## src/rtl/mem_arb_pkg.sv

```systemverilog
// Shared types and constants for the unified memory port arbiter.
package mem_arb_pkg;

  typedef enum logic [1:0] {
    IDLE    = 2'b00,
    BUSY_IF = 2'b01,
    BUSY_DM = 2'b10
  } t_arb_state;

  typedef enum logic {
    OWN_IF = 1'b0,
    OWN_DM = 1'b1
  } t_owner;

  localparam int unsigned WAIT_CNT_W = 4;

endpackage

```

## src/rtl/arb_wait_counter.sv

```systemverilog
// Saturating up-counter with synchronous clear; clear beats increment.
module arb_wait_counter #(
  parameter int unsigned W = 4
) (
  input  logic         clk,
  input  logic         rst,
  input  logic         inc,
  input  logic         clr,
  output logic [W-1:0] cnt
);

  always_ff @(posedge clk) begin
    if (rst) begin
      cnt <= '0;
    end else if (clr) begin
      cnt <= '0;
    end else if (inc && (cnt != {W{1'b1}})) begin
      cnt <= cnt + W'(1);
    end
  end

endmodule

```

## src/rtl/mem_port_arbiter.sv

```systemverilog
// Arbitrates the single memory port between instruction fetch and data access.
// Optional abort-on-timeout is enabled by defining MEM_ARB_TIMEOUT_EN.
module mem_port_arbiter
  import mem_arb_pkg::*;
#(
  parameter int unsigned ADDR_W         = 32,
  parameter int unsigned DATA_W         = 32,
  parameter int unsigned MAX_WAIT       = 4,
  parameter int unsigned TIMEOUT_CYCLES = 64
) (
  input  logic              clk,
  input  logic              rst,
  input  logic              i_if_req,
  input  logic [ADDR_W-1:0] i_if_addr,
  output logic              o_if_gnt,
  output logic              o_if_rvalid,
  output logic [DATA_W-1:0] o_if_rdata,
  input  logic              i_dm_req,
  input  logic              i_dm_we,
  input  logic [ADDR_W-1:0] i_dm_addr,
  input  logic [DATA_W-1:0] i_dm_wdata,
  output logic              o_dm_gnt,
  output logic              o_dm_rvalid,
  output logic [DATA_W-1:0] o_dm_rdata,
  output logic              o_mem_req,
  output logic              o_mem_we,
  output logic [ADDR_W-1:0] o_mem_addr,
  output logic [DATA_W-1:0] o_mem_wdata,
  input  logic              i_mem_ack,
  input  logic [DATA_W-1:0] i_mem_rdata,
  output logic              o_err,
  output logic              o_busy
);

  if (MAX_WAIT < 1 || MAX_WAIT > 15 || TIMEOUT_CYCLES < 1) begin : g_bad_param
    $error("mem_port_arbiter: parameter out of range");
  end

  t_arb_state            state;
  t_arb_state            state_next;
  t_owner                owner;
  logic                  if_gnt;
  logic                  dm_gnt;
  logic                  done;
  logic                  abort;
  logic                  timeout;
  logic                  busy;
  logic                  starved;
  logic [WAIT_CNT_W-1:0] wait_cnt;

  logic              mem_we_q;
  logic [ADDR_W-1:0] mem_addr_q;
  logic [DATA_W-1:0] mem_wdata_q;
  logic              if_rvalid_q;
  logic              dm_rvalid_q;
  logic [DATA_W-1:0] if_rdata_q;
  logic [DATA_W-1:0] dm_rdata_q;
  logic              err_q;

  assign busy    = (state != IDLE);
  assign starved = (wait_cnt >= WAIT_CNT_W'(MAX_WAIT));

  // Fetch starvation counter: counts stalled fetch cycles, cleared on grant or drop.
  arb_wait_counter #(.W(WAIT_CNT_W)) u_wait_cnt (
    .clk (clk),
    .rst (rst),
    .inc (i_if_req && !if_gnt),
    .clr (!i_if_req || if_gnt),
    .cnt (wait_cnt)
  );

`ifdef MEM_ARB_TIMEOUT_EN
  localparam int unsigned BUSY_W = $clog2(TIMEOUT_CYCLES + 1);
  logic [BUSY_W-1:0] busy_cnt;

  // Held at zero while idle so every transaction starts its budget from zero.
  arb_wait_counter #(.W(BUSY_W)) u_busy_cnt (
    .clk (clk),
    .rst (rst),
    .inc (busy),
    .clr (!busy),
    .cnt (busy_cnt)
  );

  assign timeout = busy && (busy_cnt == BUSY_W'(TIMEOUT_CYCLES - 1));
`else
  assign timeout = 1'b0;
`endif

  always_comb begin
    owner = (state == BUSY_DM) ? OWN_DM : OWN_IF;
  end

  always_ff @(posedge clk) begin
    if (rst) begin
      state <= IDLE;
    end else begin
      state <= state_next;
    end
  end

  // Grants are combinational and only issued from IDLE; an ack beats a timeout.
  always_comb begin
    state_next = state;
    if_gnt     = 1'b0;
    dm_gnt     = 1'b0;
    done       = 1'b0;
    abort      = 1'b0;
    case (state)
      IDLE: begin
        if (!rst) begin
          if (i_if_req && starved) begin
            if_gnt     = 1'b1;
            state_next = BUSY_IF;
          end else if (i_dm_req) begin
            dm_gnt     = 1'b1;
            state_next = BUSY_DM;
          end else if (i_if_req) begin
            if_gnt     = 1'b1;
            state_next = BUSY_IF;
          end
        end
      end
      BUSY_IF, BUSY_DM: begin
        if (i_mem_ack) begin
          done       = 1'b1;
          state_next = IDLE;
        end else if (timeout) begin
          abort      = 1'b1;
          state_next = IDLE;
        end
      end
      default: state_next = IDLE;
    endcase
  end

  always_ff @(posedge clk) begin
    if (rst) begin
      mem_we_q    <= 1'b0;
      mem_addr_q  <= '0;
      mem_wdata_q <= '0;
      if_rvalid_q <= 1'b0;
      dm_rvalid_q <= 1'b0;
      if_rdata_q  <= '0;
      dm_rdata_q  <= '0;
      err_q       <= 1'b0;
    end else begin
      if_rvalid_q <= 1'b0;
      dm_rvalid_q <= 1'b0;
      err_q       <= 1'b0;
      if (if_gnt) begin
        mem_we_q    <= 1'b0;
        mem_addr_q  <= i_if_addr;
        mem_wdata_q <= '0;
      end else if (dm_gnt) begin
        mem_we_q    <= i_dm_we;
        mem_addr_q  <= i_dm_addr;
        mem_wdata_q <= i_dm_wdata;
      end
      // Completion or abort returns a response to whoever owns the bus.
      if (done || abort) begin
        err_q <= abort;
        if (owner == OWN_IF) begin
          if_rvalid_q <= 1'b1;
          if_rdata_q  <= abort ? '0 : i_mem_rdata;
        end else begin
          dm_rvalid_q <= 1'b1;
          dm_rdata_q  <= (abort || mem_we_q) ? '0 : i_mem_rdata;
        end
      end
    end
  end

  assign o_if_gnt    = if_gnt;
  assign o_dm_gnt    = dm_gnt;
  assign o_if_rvalid = if_rvalid_q;
  assign o_if_rdata  = if_rdata_q;
  assign o_dm_rvalid = dm_rvalid_q;
  assign o_dm_rdata  = dm_rdata_q;
  assign o_mem_req   = busy;
  assign o_mem_we    = mem_we_q;
  assign o_mem_addr  = mem_addr_q;
  assign o_mem_wdata = mem_wdata_q;
  assign o_err       = err_q;
  assign o_busy      = busy;

endmodule

```

## config.mk

```make
export PLATFORM = sky130hd
export DESIGN_NAME = mem_port_arbiter
export DESIGN_NICKNAME = d
export VERILOG_FILES = /design/src/rtl/mem_arb_pkg.sv /design/src/rtl/arb_wait_counter.sv /design/src/rtl/mem_port_arbiter.sv
export SDC_FILE = /design/constraint.sdc
export NUM_CORES = 1
export LEC_CHECK = 0
export CAP_MARGIN = 10
export CORE_ASPECT_RATIO = 1.25
export CORE_MARGIN = 5
export CORE_UTILIZATION = 37
export DETAILED_ROUTE_END_ITERATION = 16
export PLACE_DENSITY_LB_ADDON = 0.2
export SLEW_MARGIN = 30
export SYNTH_ARGS = -nofsm -noshare
export SYNTH_HDL_FRONTEND = slang
export SYNTH_SLANG_ARGS = --single-unit
export TNS_END_PERCENT = 30
```

## constraint.sdc

```tcl
create_clock -name clk -period 1.7 [get_ports clk]
set_clock_uncertainty 0.05 [all_clocks]
set_input_delay 0.34 -clock clk [delete_from_list [all_inputs] [get_ports clk]]
set_output_delay 0.34 -clock clk [all_outputs]
set_load 0.005 [all_outputs]
```

==> results.json <==
{
  "r2r.worst_path.cells": 9,
  "hold-path-cell-count": 3,
  "cts_max_level": 4,
  "drv_slew": 0,
  "post_route_total_power_mw": 8.88,
  "clock.fmax_mhz": 565,
  "floorplan.initialDensity": 0.379,
  "timing.hold.worst.class": "in -> reg",
  "violated_checks": "negative setup slack",
  "synth-seq-area-share": 0.500,
  "final_core_utilization": 0.655,
  "final_hold_viol_count": 0,
  "rsz0062_at_grt": "true",
  "timing.critical_path.to_type": "output pin",
  "clock_tree_from_tritoncts": "yes",
  "worstReg2RegStart": "state[0]",
  "avgViaCountPerCell": 5.41,
  "grt_start_max_net_pins": 66,
  "port-buffer-count": 268,
  "run_status": "finished with violations",
  "crit_required_ps": 1310,
  "finalNetCount": 1037,
  "finalSetupViolCount": 2,
  "timing.reg2reg.setup_slack_ps": 10,
  "drtIter0Drc": 392,
  "drt_drc_violations_left": 0,
  "cts.root.buffer_cell": "clkbuf_16",
  "first_global_vias": 6006,
  "setup_ws_ps": -71.3,
  "postLayoutCellArea_um2": 9470,
  "wl_per_cell_um": 18.0,
  "post_synthesis_net_count": 774,
  "place.gp.congestion": 0.830,
  "final_layout_size_suffix_gt1_frac": 0.134,
  "synth.cell_area_um2": 5490,
  "worst_path_largest_cell_delay_ps": 410,
  "gr-usage-all-layers": 0.212,
  "syn_avg_cell_area_um2": 8.61,
  "clock_tree.buffer_depth": 2,
  "most_common_library_cell_in_the_layout_ignoring_fill_and_taps": "clkdlybuf4s50_1",
  "die_footprint_um2": 17400,
  "min_delay_worst_endpoint": "o_if_rvalid",
  "cts_hold_repair.buffers": 0,
  "cp_max_fo": 2,
  "number_of_antenna_violations_at_the_first_check_in_global_routing": 1,
  "cts-buffers-inserted": 17,
  "core_region_area_um2": 14500,
  "synth_warnings": 0,
  "i_o_pins": 270,
  "clock_insertion_delay_worst_skew_ps": 410,
  "finalCriticalPeriod_ps": 1770,
  "num_rows": 49,
  "globalRoute.totalOverflow": 0,
  "holdCritStartpoint": "rst",
  "critical_path.startpoint_type": "flip-flop",
  "die-width_um": 119,
  "area_delta_synth_final_pct": 72.7,
  "firstDrtPassIters": 4,
  "ys_types": 32,
  "max-vdd-ir-drop_mv": 0.478,
  "pwr_density_cell_nw_per_um2": 937,
  "grt_first_pass_wirelength_um": 30500,
  "timing.critical_path.cells": "or3b_4, nand3_2, inv_1, buf_2",
  "min_period_over_period": 1.04,
  "crit_path_top_delay_cell": "or3b_4",
  "routed_wl_um": 19700,
  "crit-reg2reg-capture": "o_mem_addr[0]",
  "detail-route-antenna-nets": 0,
  "drv_cap": 0,
  "detailed_place.area_um2": 8410,
  "ys_ff_latch": 137,
  "via_count": 5913,
  "detailedPlacementHpwl_um": 13200,
  "cts.sinks": 137,
  "timing.critical_path.arrival_ps": 1380,
  "die_height_um": 146,
  "setup.worst_path.class": "reg -> out",
  "cellLeakagePower_nw": 4.15,
  "most-common-layout-cells": "228 x clkdlybuf4s50_1, 131 x dfxtp_1, 66 x o21ai_0, 64 x a21oi_1, 64 x nand2_1",
  "clk_pin_slew_ps": 60,
  "num-fill-cells": 1186,
  "synth_cells": 637
}
-- worst max-delay path by stage --
stage	startpoint	to	slack, ps	depth (start not counted)
after floorplan	state[0]	o_mem_req	4	6
after global placement	i_dm_req	o_if_gnt	-510	5
after detailed placement	i_dm_req	o_mem_wdata[10]	-550	6
after CTS	state[1]	o_dm_gnt	-90	5
after global routing	u_wait_cnt.cnt[2]	o_if_gnt	-120	4
final	u_wait_cnt.cnt[2]	o_if_gnt	-70	4
-- synthesized netlist by cell type --
library cell / n / share of area
mux2i_1: 1 / 0.0018
nand2_1: 64 / 0.044
inv_1: 36 / 0.025
or3b_1: 1 / 0.0016
nand4b_1: 1 / 0.0016
o21a_1: 1 / 0.0014
buf_1: 3 / 0.0021
a31o_1: 1 / 0.0016
buf_6: 4 / 0.0082
buf_4: 2 / 0.0027
o21ai_0: 67 / 0.061
a31oi_1: 34 / 0.039
nand3b_1: 3 / 0.0041
xor2_1: 1 / 0.0016
nor3_1: 1 / 0.00091
ha_1: 3 / 0.0068
mux2_2: 1 / 0.0021
a41o_1: 32 / 0.058
dfxtp_1: 137 / 0.50
a22o_1: 32 / 0.051
nor2_1: 5 / 0.0034
a21oi_1: 67 / 0.061
buf_2: 10 / 0.0091
nor2b_1: 2 / 0.0023
clkbuf_1: 51 / 0.035
nor3b_1: 2 / 0.0027
o2111a_1: 1 / 0.0021
and4b_1: 1 / 0.0018
and3b_1: 2 / 0.0032
nand3_1: 68 / 0.062
and3_1: 2 / 0.0023
conb_1: 1 / 0.00068
-- flip-flops by register name (all words and copies together), names as in the netlist --
signal and count:
o_dm_rdata 32, o_if_rdata 32, o_mem_addr 32, o_mem_wdata 32, u_wait_cnt.cnt 4, state 2, o_dm_rvalid 1, o_if_rvalid 1
o_mem_we 1
-- routing by layer --
metal,global-route usage,wire length (um),vias to the layer above
li1,-,-,2814
met1,0.246,7770,2765
met2,0.367,9950,298
met3,0.0677,1580,36
met4,0.0725,401,0
met5,0,0,-
-- power breakdown --
| part | total [mW] | internal (mW) | switching [mW] |
|---|---|---|---|
| sequential | 3.46 | 3.38 | 0.0838 |
| clock | 3.90 | 2.46 | 1.44 |
| combinational | 1.51 | 0.872 | 0.642 |
-- kinds of logic (layout without fill, tap and decap cells) --
family | after synthesis | after routing | share of synthesized area
adders and majority gates | 3 | 3 | 0.00684
AOI/OAI and AO/OA | 235 | 235 | 0.276
buffers and inverters | 106 | 382 | 0.0817
xor gates and xnor gates | 1 | 1 | 0.00160
and+or+nand+nor | 152 | 152 | 0.130
muxes | 2 | 2 | 0.00388
DFF | 137 | 137 | 0.500
other | 1 | 2 | 0.000684
-- stage by stage --
| step | hold slack (ps) | setup WS, ps | setup TNS (ps) | cells |
|---|---|---|---|---|
| 2_1_floorplan | 403 | 4.41 | 0 | 637 |
| 3_3_place_gp | 392 | -513 | -27700 | 1043 |
| 3_5_place_dp | 397 | -554 | -31220 | 1043 |
| 4_1_cts | 337 | -92.3 | -180 | 1080 |
| 5_1_grt | 389 | -124 | -986 | 1092 |
| 6_report | 376 | -71.3 | -137 | 1092 |
-- critical path, delay by kind of cell (launching register included) --
family	cells	cell delay [ps]
simple gates	2	490
flops	1	330
buf+inv	2	170
-- final cells by class --
class	count	area, um2	area share
well taps	178	223	0.0235
clock inverters	14	196	0.0207
multi-input cells	394	2460	0.260
clock buffers	18	429	0.0453
inverters	36	135	0.0143
diodes	1	2.50	0.000264
repair buffers	314	3280	0.346
flip-flops and latches	137	2750	0.290
-- what timing repair did --
| item | 4_1_cts | 5_1_grt |
|---|---|---|
| buffers inserted | 5 | 5 |
| pin swaps | 5 | 32 |
| gates cloned | 0 | 6 |
| setup endpoints to repair | 73 | 100 |
| resized for setup | 35 | 68 |
(Power assumes the default switching activity.)
